$ cat src/rtl/keypad_number_entry_pkg.sv
// Shared types and constants for the keypad number entry block.
package keypad_pkg;

  localparam int DIGIT_W   = 4;
  localparam int NUM_KEYS  = 13;
  localparam int KEY_CLR   = 10;
  localparam int KEY_BKSP  = 11;
  localparam int KEY_ENTER = 12;

  typedef enum logic [1:0] {
    ST_ENTRY   = 2'd0,
    ST_CONVERT = 2'd1,
    ST_PRESENT = 2'd2
  } state_t;

  // Lowest set bit of a digit-key vector, as a BCD digit.
  function automatic logic [DIGIT_W-1:0] first_digit(input logic [9:0] hits);
    logic [DIGIT_W-1:0] d;
    d = '0;
    for (int i = 9; i >= 0; i--) begin
      if (hits[i]) d = DIGIT_W'(i);
    end
    return d;
  endfunction

endpackage

$ cat src/rtl/keypad_number_entry_if.sv
// Result port of the keypad entry block.
// valid/ready: the producer raises value_valid with value stable and keeps both unchanged
// until an edge where value_valid & value_ready are both 1; that edge is the transfer.
interface keypad_number_entry_if #(
  parameter int VAL_W = 14
) ();

  logic [VAL_W-1:0] value;
  logic             value_valid;
  logic             value_ready;

  modport master (
    output value,
    output value_valid,
    input  value_ready
  );

  modport slave (
    input  value,
    input  value_valid,
    output value_ready
  );

endinterface

$ cat src/rtl/keypad_number_entry_debounce.sv
// One push-button: two-flop synchroniser, stable-level filter and rising-edge press pulse.
module pb_debounce #(
  parameter int DEBOUNCE_CYCLES = 16
) (
  input  logic clk,
  input  logic rst_n,
  input  logic raw,
  output logic press
);

  logic sync1;
  logic s;
  logic level;
  logic level_q;

  always_ff @(posedge clk or negedge rst_n) begin
    if (!rst_n) begin
      sync1 <= 1'b0;
      s     <= 1'b0;
    end else begin
      sync1 <= raw;
      s     <= sync1;
    end
  end

  generate
    if (DEBOUNCE_CYCLES == 0) begin : g_bypass
      assign level = s;
    end else begin : g_filter
      localparam int CW = (DEBOUNCE_CYCLES > 1) ? $clog2(DEBOUNCE_CYCLES) : 1;
      localparam logic [CW-1:0] LAST = CW'(DEBOUNCE_CYCLES - 1);

      logic [CW-1:0] cnt;
      logic          stable;

      // The level only flips after DEBOUNCE_CYCLES consecutive disagreeing samples.
      always_ff @(posedge clk or negedge rst_n) begin
        if (!rst_n) begin
          cnt    <= '0;
          stable <= 1'b0;
        end else if (s == stable) begin
          cnt <= '0;
        end else if (cnt == LAST) begin
          stable <= s;
          cnt    <= '0;
        end else begin
          cnt <= cnt + 1'b1;
        end
      end

      assign level = stable;
    end
  endgenerate

  always_ff @(posedge clk or negedge rst_n) begin
    if (!rst_n) level_q <= 1'b0;
    else        level_q <= level;
  end

  assign press = level & ~level_q;

endmodule

$ cat src/rtl/keypad_number_entry.sv
// Decimal keypad entry: debounced keys fill a BCD buffer; ENTER converts it to binary
// over NUM_DIGITS cycles and presents the result on a valid/ready port.
module keypad_number_entry
  import keypad_pkg::*;
#(
  parameter int NUM_DIGITS      = 4,
  parameter int DEBOUNCE_CYCLES = 16,
  localparam int VAL_W = $clog2(10 ** NUM_DIGITS),
  localparam int CNT_W = $clog2(NUM_DIGITS + 1),
  localparam int BUF_W = DIGIT_W * NUM_DIGITS
) (
  input  logic                    clk,
  input  logic                    rst_n,
  input  logic [9:0]              pb,
  input  logic                    pb_clr,
  input  logic                    pb_bksp,
  input  logic                    pb_enter,
  output logic [BUF_W-1:0]        digits_bcd,
  output logic [CNT_W-1:0]        digit_count,
  output logic                    err,
  keypad_number_entry_if.master   res,
  output state_t                  state
);

  localparam logic [CNT_W-1:0] FULL = CNT_W'(NUM_DIGITS);
  localparam logic [CNT_W-1:0] TOP  = CNT_W'(NUM_DIGITS - 1);
  localparam logic [VAL_W-1:0] TEN  = VAL_W'(10);

  logic [NUM_KEYS-1:0] raw_keys;
  logic [NUM_KEYS-1:0] press;

  assign raw_keys = {pb_enter, pb_bksp, pb_clr, pb};

  generate
    for (genvar k = 0; k < NUM_KEYS; k++) begin : g_key
      pb_debounce #(
        .DEBOUNCE_CYCLES(DEBOUNCE_CYCLES)
      ) u_db (
        .clk  (clk),
        .rst_n(rst_n),
        .raw  (raw_keys[k]),
        .press(press[k])
      );
    end
  endgenerate

  state_t             state_q, state_nx;
  logic [BUF_W-1:0]   buf_q, buf_nx;
  logic [CNT_W-1:0]   cnt_q, cnt_nx;
  logic [CNT_W-1:0]   idx_q, idx_nx;
  logic [VAL_W-1:0]   acc_q, acc_nx;
  logic [VAL_W-1:0]   val_q, val_nx;
  logic               valid_q, valid_nx;
  logic               err_q, err_nx;

  logic [3:0]         n_hits;
  logic [DIGIT_W-1:0] hit_digit;
  logic [DIGIT_W-1:0] slot;
  logic [VAL_W-1:0]   acc_step;

  always_comb begin
    n_hits = '0;
    for (int i = 0; i < 10; i++) begin
      n_hits = n_hits + 4'(press[i]);
    end
    hit_digit = first_digit(press[9:0]);
  end

  assign slot     = buf_q[idx_q * DIGIT_W +: DIGIT_W];
  assign acc_step = acc_q * TEN + VAL_W'(slot);

  always_ff @(posedge clk or negedge rst_n) begin
    if (!rst_n) state_q <= ST_ENTRY;
    else        state_q <= state_nx;
  end

  always_comb begin
    state_nx = state_q;
    buf_nx   = buf_q;
    cnt_nx   = cnt_q;
    idx_nx   = idx_q;
    acc_nx   = acc_q;
    val_nx   = val_q;
    valid_nx = valid_q;
    err_nx   = 1'b0;
    case (state_q)
      ST_ENTRY: begin
        if (press[KEY_CLR]) begin
          buf_nx = '0;
          cnt_nx = '0;
        end else if (press[KEY_ENTER]) begin
          if (cnt_q == '0) begin
            err_nx = 1'b1;
          end else begin
            acc_nx   = '0;
            idx_nx   = TOP;
            state_nx = ST_CONVERT;
          end
        end else if (press[KEY_BKSP]) begin
          if (cnt_q == '0) begin
            err_nx = 1'b1;
          end else begin
            buf_nx = buf_q >> DIGIT_W;
            cnt_nx = cnt_q - 1'b1;
          end
        end else if (n_hits > 4'd1) begin
          err_nx = 1'b1;
        end else if (n_hits == 4'd1) begin
          if (cnt_q == FULL) begin
            err_nx = 1'b1;
          end else begin
            buf_nx = (buf_q << DIGIT_W) | BUF_W'(hit_digit);
            cnt_nx = cnt_q + 1'b1;
          end
        end
      end
      ST_CONVERT: begin
        // Most significant slot first; empty upper slots are zero and add nothing.
        acc_nx = acc_step;
        if (idx_q == '0) begin
          val_nx   = acc_step;
          valid_nx = 1'b1;
          state_nx = ST_PRESENT;
        end else begin
          idx_nx = idx_q - 1'b1;
        end
      end
      ST_PRESENT: begin
        if (res.value_ready) begin
          valid_nx = 1'b0;
          buf_nx   = '0;
          cnt_nx   = '0;
          state_nx = ST_ENTRY;
        end
      end
      default: state_nx = ST_ENTRY;
    endcase
  end

  always_ff @(posedge clk or negedge rst_n) begin
    if (!rst_n) begin
      buf_q   <= '0;
      cnt_q   <= '0;
      idx_q   <= '0;
      acc_q   <= '0;
      val_q   <= '0;
      valid_q <= 1'b0;
      err_q   <= 1'b0;
    end else begin
      buf_q   <= buf_nx;
      cnt_q   <= cnt_nx;
      idx_q   <= idx_nx;
      acc_q   <= acc_nx;
      val_q   <= val_nx;
      valid_q <= valid_nx;
      err_q   <= err_nx;
    end
  end

  assign digits_bcd      = buf_q;
  assign digit_count     = cnt_q;
  assign err             = err_q;
  assign res.value       = val_q;
  assign res.value_valid = valid_q;
  assign state           = state_q;

endmodule

$ cat src/flat_wrapper.sv
// flat-port wrapper written by rule: the top's interface ports become plain ports
module keypad_number_entry_flat import keypad_pkg::*;
#(
  parameter int NUM_DIGITS      = 4,
  parameter int DEBOUNCE_CYCLES = 16,
  localparam int VAL_W = $clog2(10 ** NUM_DIGITS),
  localparam int CNT_W = $clog2(NUM_DIGITS + 1),
  localparam int BUF_W = DIGIT_W * NUM_DIGITS
)
  (clk, rst_n, pb, pb_clr, pb_bksp, pb_enter, digits_bcd, digit_count, err, state, res_value, res_value_valid, res_value_ready);
  keypad_number_entry_if #(.VAL_W(14)) res_i ();
  input  logic clk;
  input  logic rst_n;
  input  logic [9:0] pb;
  input  logic pb_clr;
  input  logic pb_bksp;
  input  logic pb_enter;
  output logic [BUF_W-1:0] digits_bcd;
  output logic [CNT_W-1:0] digit_count;
  output logic err;
  output state_t state;
  output wire logic [$bits(res_i.value)-1:0] res_value;
  output wire logic [$bits(res_i.value_valid)-1:0] res_value_valid;
  input wire logic [$bits(res_i.value_ready)-1:0] res_value_ready;
  assign res_value = res_i.value;
  assign res_value_valid = res_i.value_valid;
  assign res_i.value_ready = res_value_ready;
  keypad_number_entry #(.NUM_DIGITS(NUM_DIGITS), .DEBOUNCE_CYCLES(DEBOUNCE_CYCLES)) u_core (.clk(clk), .rst_n(rst_n), .pb(pb), .pb_clr(pb_clr), .pb_bksp(pb_bksp), .pb_enter(pb_enter), .digits_bcd(digits_bcd), .digit_count(digit_count), .err(err), .res(res_i), .state(state));
endmodule
$ cat config.mk
export PLATFORM = sky130hd
export DESIGN_NAME = keypad_number_entry_flat
export DESIGN_NICKNAME = d
export VERILOG_FILES = /design/src/rtl/keypad_number_entry_pkg.sv /design/src/rtl/keypad_number_entry_if.sv /design/src/rtl/keypad_number_entry_debounce.sv /design/src/rtl/keypad_number_entry.sv /design/src/flat_wrapper.sv
export SDC_FILE = /design/constraint.sdc
export NUM_CORES = 1
export LEC_CHECK = 0
export CAP_MARGIN = 30
export CORE_MARGIN = 1
export CORE_UTILIZATION = 30
export CTS_BUF_LIST = sky130_fd_sc_hd__clkbuf_2
export DETAILED_ROUTE_END_ITERATION = 8
export MAX_ROUTING_LAYER = met4
export PLACE_DENSITY = 0.54
export REMOVE_ABC_BUFFERS = 1
export SLEW_MARGIN = 20
export SYNTH_ARGS = -nofsm -noshare
export SYNTH_HDL_FRONTEND = slang
export SYNTH_HIERARCHICAL = 1
export SYNTH_SLANG_ARGS = --single-unit
$ cat constraint.sdc
create_clock -name clk -period 9.8 [get_ports clk]
set_input_delay 1.96 -clock clk [delete_from_list [all_inputs] [get_ports clk]]
set_output_delay 1.96 -clock clk [all_outputs]
set_load 0.05 [all_outputs]
==> Yosys cells after proc, flatten, opt, wreduce, memory -nomap -nowiden <==
Index checks and enable logic that the tools add are counted.
{ "totals": {"wordCells": 288, "regBits": 158, "output_inout_bits": 37} }
{ "op_classes": {"n_reduce_logical": 25, "multipliers": 1, "muxes": 80, "bitwise_logic": 40, "addsub": 26, "magnitude_cmp": 1, "shifts": 1, "n_eq_ne": 41} }
{ "op_table": {"columns": ["op", "count"], "rows": [
  ["2-to-1 mux 4 bit", 36],
  ["2-to-1 mux 16 bit", 8],
  ["adder 4 x 1 -> 4 bit (second input constant)", 13],
  ["== test 4 bit (second input constant)", 13],
  ["2-to-1 mux 14 bit", 3],
  ["2-to-1 mux 3 bit", 12],
  ["adder 4 x 1 -> 4 bit", 8],
  ["case mux 16 bit (2 select lines)", 1],
  ["case mux 14 bit (2 select lines)", 1],
  ["AND reduction 2 bit", 14],
  ["inverter 1 bit", 26],
  ["OR 16 x 4 -> 16 bit", 1],
  ["variable part select 16 x 6 -> 4 bit", 1],
  ["adder 14 x 4 -> 14 bit", 1],
  ["multiplier 14 x 3 -> 13 bit (second input constant)", 1],
  ["AND 1 bit", 13],
  ["== test 1 bit", 13],
  ["!= test 4 bit (second input constant)", 3],
  ["case mux 3 bit (2 select lines)", 2],
  ["2-to-1 mux 1 bit", 10],
  ["2-to-1 mux 2 bit", 5],
  ["!= test 2 bit (second input constant)", 5],
  ["AND reduction 5 bit", 2],
  ["AND reduction 7 bit", 1],
  ["18 further kinds", 22]
]} }

==> Logic depth before layout (Yosys ltp) <==
{ "depth": {"word_depth": 20, "depth_mapped": 17} }

==> Hierarchy <==
The synthesis kept the hierarchy.
{ "by_module_without_submodules": {"columns": ["mod", "instances", "cells_per_inst", "seq_area_each_um2", "area_per_inst_um2"], "rows": [
  ["pb_debounce", 13, 22, 200.2, 311.5],
  ["keypad_number_entry", 1, 366, 1326.3, 3533.4]
]} }

==> Worst setup path before layout <==
OpenSTA, ideal clock, no wires.
{ "synth_path": {"path_kind": "reg2reg", "startpoint": "register u_core.g_key[0].u_db.g_filter.stable", "endpoint": "register u_core.buf_q[6] (netlist: u_core/digits_bcd[6])", "stages_incl_launch_ff": 18, "n_path_buf": 1, "required_time_ps": 9722, "setup_ps": 78, "slack_ps": 5684, "arrival_time_ps": 4038, "path_cell_list": "dfrtp_1 nor2b_1 fa_1 fa_1 inv_1 fa_1 inv_1 ha_1 inv_1 fa_1 a2111oi_0 a21o_1 and4_1 o21ai_2 nor4_4 buf_2 a22oi_1 o21ai_1"} }
{ "synth_via": {"elab_chain_len": 13, "elab_cells_between_ends": 15} }
{ "synth_lines": {"columns": ["element", "line_no", "source"], "rows": [
  ["start: declaration", "keypad_number_entry_debounce.sv:34", "logic stable;"],
  ["start signal: assignment", "keypad_number_entry_debounce.sv:44", "stable <= s;"],
  ["AND 1 bit *", "keypad_number_entry_debounce.sv:60", "assign press = level & ~level_q;"],
  ["via u_core.press[0]", "keypad_number_entry.sv:30", "logic [NUM_KEYS-1:0] press;"],
  ["adder 1 x 1 -> 2 bit *", "keypad_number_entry.sv:64", "n_hits = n_hits + 4'(press[i]);"],
  ["adder 4 x 1 -> 4 bit * (8 in a row)", "keypad_number_entry.sv:64", null],
  ["greater-than comparator 4 x 1 -> 1 bit / == test 4 x 1 -> 1 bit (equally long branches)", "keypad_number_entry.sv:106, keypad_number_entry.sv:108", null],
  ["!= test 4 bit (no line) / != test 4 x 3 -> 1 bit (equally long branches)", null, null],
  ["AND reduction 7 bit (no line) *", null, null],
  ["end signal: assignment", "keypad_number_entry.sv:150", "buf_q <= buf_nx;"],
  ["end: declaration", "keypad_number_entry.sv:48", "logic [BUF_W-1:0] buf_q, buf_nx;"]
]} }
The timed path passes the listed nets; every way through them passes the cells marked *.
A chain may end at the register's enable or synchronous reset.

==> Final worst setup path <==
{ "layout_path": {"startpoint": "register u_core.g_key[0].u_db.g_filter.stable", "endpoint": "register u_core.buf_q[8] (netlist: u_core/digits_bcd[8])"} }
Same word-level chain as after synthesis.

==> impl_metrics.yaml <==
timing:
  hold_viol_final: 0
  period_share: 0.5019
  grt_setup_unrepaired: "no"
  max_freq_mhz: 203.3
  setup_viol: 0
  timing.final.crit_period_ns: 4.918
  slew_headroom: 0.3712
  finalSetupTns_ns: 0
  worst_pin_slew_ns: 0.9412
  skew_ns: 0.04163
  drv_slew: 0
worst_setup_path:
  r2r_start: "u_core/g_key[0].u_db/g_filter.stable$_DFFE_PN0P_"
  reg2reg_depth: 17
  critical_path_class: "register to register"
  r2r_end: "u_core/digits_bcd[8]$_DFFE_PN0P_"
  required_ns: 10.45
  critPathMaxFanout: 15
  endpoint_kind: "register"
  cp.arrival_ns: 5.57
  startpoint_type: "register"
  reg2reg_slack_ns: 4.88
global_routing:
  antenna_found_initial: 1
  grt_use_total: 0.1259
  grt_pass1_vias: 4874
  grt_remaining_overflow: 0
  grt_pass1_wl_um: 25070
  grt_max_degree: 96
clock_tree:
  cts-hold-fix-buffers: 0
  cts_root_buf: "clkbuf_2"
  insertion_delay_ns: 0.73
  tritoncts: "yes"
  cts_setup_buffers: 0
  cts_buffers: 17
  max-clock-path-buffers: 2
  ctsHtreeMaxLevel: 4
  path_clk_slew_ns: 0.23
  post_cts_resized: 0
  cts_sinks: 157
detailed_routing:
  routedWlPerCell_um: 14.01
  dr.pass1.iters: 5
  vias: 4854
  drtIter0Drc: 251
  vias_per_cell: 4.623
  wl_um: 14710
  drtAntennaViolNets: 0
  route.detailed.drc: 0
synthesis:
  synth_cell_type_count: 59
  yosysTopAreaCell: "dfrtp_1"
  synth_area_per_cell_um2: 11.63
  synth_ff_type: "dfrtp_1"
  synthArstFlopShare: 1.000
  yosys_register_bits: 157
  synth_top_area_share: 0.5181
  netlist_area_um2: 7584
  synth_edf_count: 0
  yosysSeqAreaShare: 0.5181
  synthTopCellsByArea: "dfrtp_1, ha_1, xnor2_1"
  synth_cells: 652
  yosysWarnings: 6
finish:
  synthToLayoutAreaGrowth_pct: 15.11
  final_cell_mix: "dfrtp_1, nand2_1, clkdlybuf4s50_1"
  layout.cells.non_filler: 1050
  mostFrequentLayoutCell: "dfrtp_1"
  drive_gt1_frac: 0.1269
  final_nets: 777
hold_path:
  min_from: "u_core/g_key[1].u_db/sync1$_DFF_PN0_"
  hp-class: "register to register"
  hold_path_end: "u_core/g_key[1].u_db/s$_DFF_PN0_"
  hold_depth: 0
power:
  leakage_nw: 3.886
  power_density_nw_per_um2: 127.8
  ir_drop_v: 0.00007863
die:
  die_area_um2: 25920
  rows: 57
  die_h_um: 161.0
  io_pins: 53
  start_util: 0.3091
  die_x_um: 161.0
  core_um2: 24530
place:
  gp_congestion: 0.7796
  portBuffers: 52
  dp_hpwl_um: 10450
  placed_cells: 1017
flow_run:
  max_cap_viol_count: 0
outcome:
  status: "complete, no violations"
-- synth_stat cells, types with 13 or more instances --
master and instances:
nand3_2 14, mux2_4 14, xnor2_1 34, nand4b_1 13, o21ai_0 30, nand2_1 52
dfrtp_1 157, a21oi_1 40, ha_1 39, inv_1 41, nor2_1 36, nor3b_2 13
nor2b_1 35
-- kinds of logic (layout without fill, tap and decap cells) --
family                   Yosys count  count (layout)  synth area share
AO/OA/AOI/OAI                    127             127            0.1061
XOR/XNOR                          41              41           0.04917
adder cells (fa/ha/maj)           48              48           0.08810
buffers and inverters             55             128           0.02772
flip-flops                       157             157            0.5181
multiplexers                      20              20           0.04240
other                              0               1                 0
AND/OR/NAND/NOR                  204             204            0.1685
-- flip-flops by register name, indices dropped and copies added, names as in the netlist, 2 cells and up --
| register | count |
|---|---|
| u_core/acc_q | 13 |
| u_core/digit_count | 3 |
| u_core/digits_bcd | 16 |
| u_core/g_key.u_db/g_filter.cnt | 52 |
| u_core/g_key.u_db/g_filter.stable | 13 |
| u_core/g_key.u_db/level_q | 13 |
| u_core/g_key.u_db/s | 13 |
| u_core/g_key.u_db/sync1 | 13 |
| u_core/idx_q | 3 |
| u_core/res.value | 14 |
| u_core/state | 2 |
-- routing by layer --
layer | up-vias | global-route usage | wire (µm)
met5 | - | - | 0
met4 | 0 | 0.03216 | 117
met3 | 9 | 0.03210 | 504
met2 | 64 | 0.2008 | 7065
met1 | 2380 | 0.1591 | 7019
li1 | 2401 | - | -
-- power breakdown --
group          switching (mW)  total, mW  internal, mW
clock network           0.249      0.345        0.0960
registers              0.0207      0.691         0.670
logic                  0.0458     0.0796        0.0338
total                   0.316       1.12         0.800
-- how the worst max path moves through the flow --
stage	from	endpoint	slack [ns]
CTS	u_core/g_key[3].u_db/g_filter.stable$_DFFE_PN0P_	u_core/digits_bcd[8]$_DFFE_PN0P_	4.88
global route	u_core/g_key[0].u_db/g_filter.stable$_DFFE_PN0P_	u_core/digits_bcd[8]$_DFFE_PN0P_	4.49
global placement	u_core/g_key[0].u_db/g_filter.stable$_DFFE_PN0P_	u_core/digits_bcd[8]$_DFFE_PN0P_	5.09
finish	u_core/g_key[0].u_db/g_filter.stable$_DFFE_PN0P_	u_core/digits_bcd[8]$_DFFE_PN0P_	4.88
detailed placement	u_core/g_key[0].u_db/g_filter.stable$_DFFE_PN0P_	u_core/digits_bcd[8]$_DFFE_PN0P_	4.93
floorplan	u_core/g_key[0].u_db/g_filter.stable$_DFFE_PN0P_	u_core/digits_bcd[10]$_DFFE_PN0P_	5.50
-- stage by stage --
stage | cell area [µm²] | util | power (mW) | hold slack [ns] | setup slack (ns)
after floorplan | 7527 | - | 0.7445 | 0.3312 | 5.505
after global placement | 8469 | 0.3452 | 0.7817 | 0.3328 | 5.092
after detailed placement | 8481 | 0.3457 | 0.7821 | 0.3347 | 4.927
after CTS | 8700 | 0.3546 | 1.137 | 0.3851 | 4.881
after global routing | 8730 | 0.3558 | 1.178 | 0.3947 | 4.492
final | 8730 | 0.3558 | 1.115 | 0.3816 | 4.882
-- critical path, stage by stage, from the launching register on --
cell       delay, ns
dfrtp_1         0.44
nor2b_1         0.33
fa_1            0.49
fa_1            0.51
inv_1           0.05
fa_1            0.42
inv_1           0.06
ha_1            0.15
inv_1           0.05
fa_1            0.38
a2111oi_0       0.42
a21o_1          0.14
and4_1          0.21
o21ai_2         0.19
buf_6           0.22
nor4_4          0.50
a22oi_1         0.15
o21ai_1         0.12
-- area by class of cell --
type	count	area, µm²
diodes	1	2.502
clock inverters	14	133.9
clock buffers	17	85.08
repair buffers	56	575.6
fillers	2457	15800
flip-flops and latches	157	3929
multi-input cells	440	3445
well taps	324	405.4
inverters	41	153.9
(Power assumes the default switching activity.)
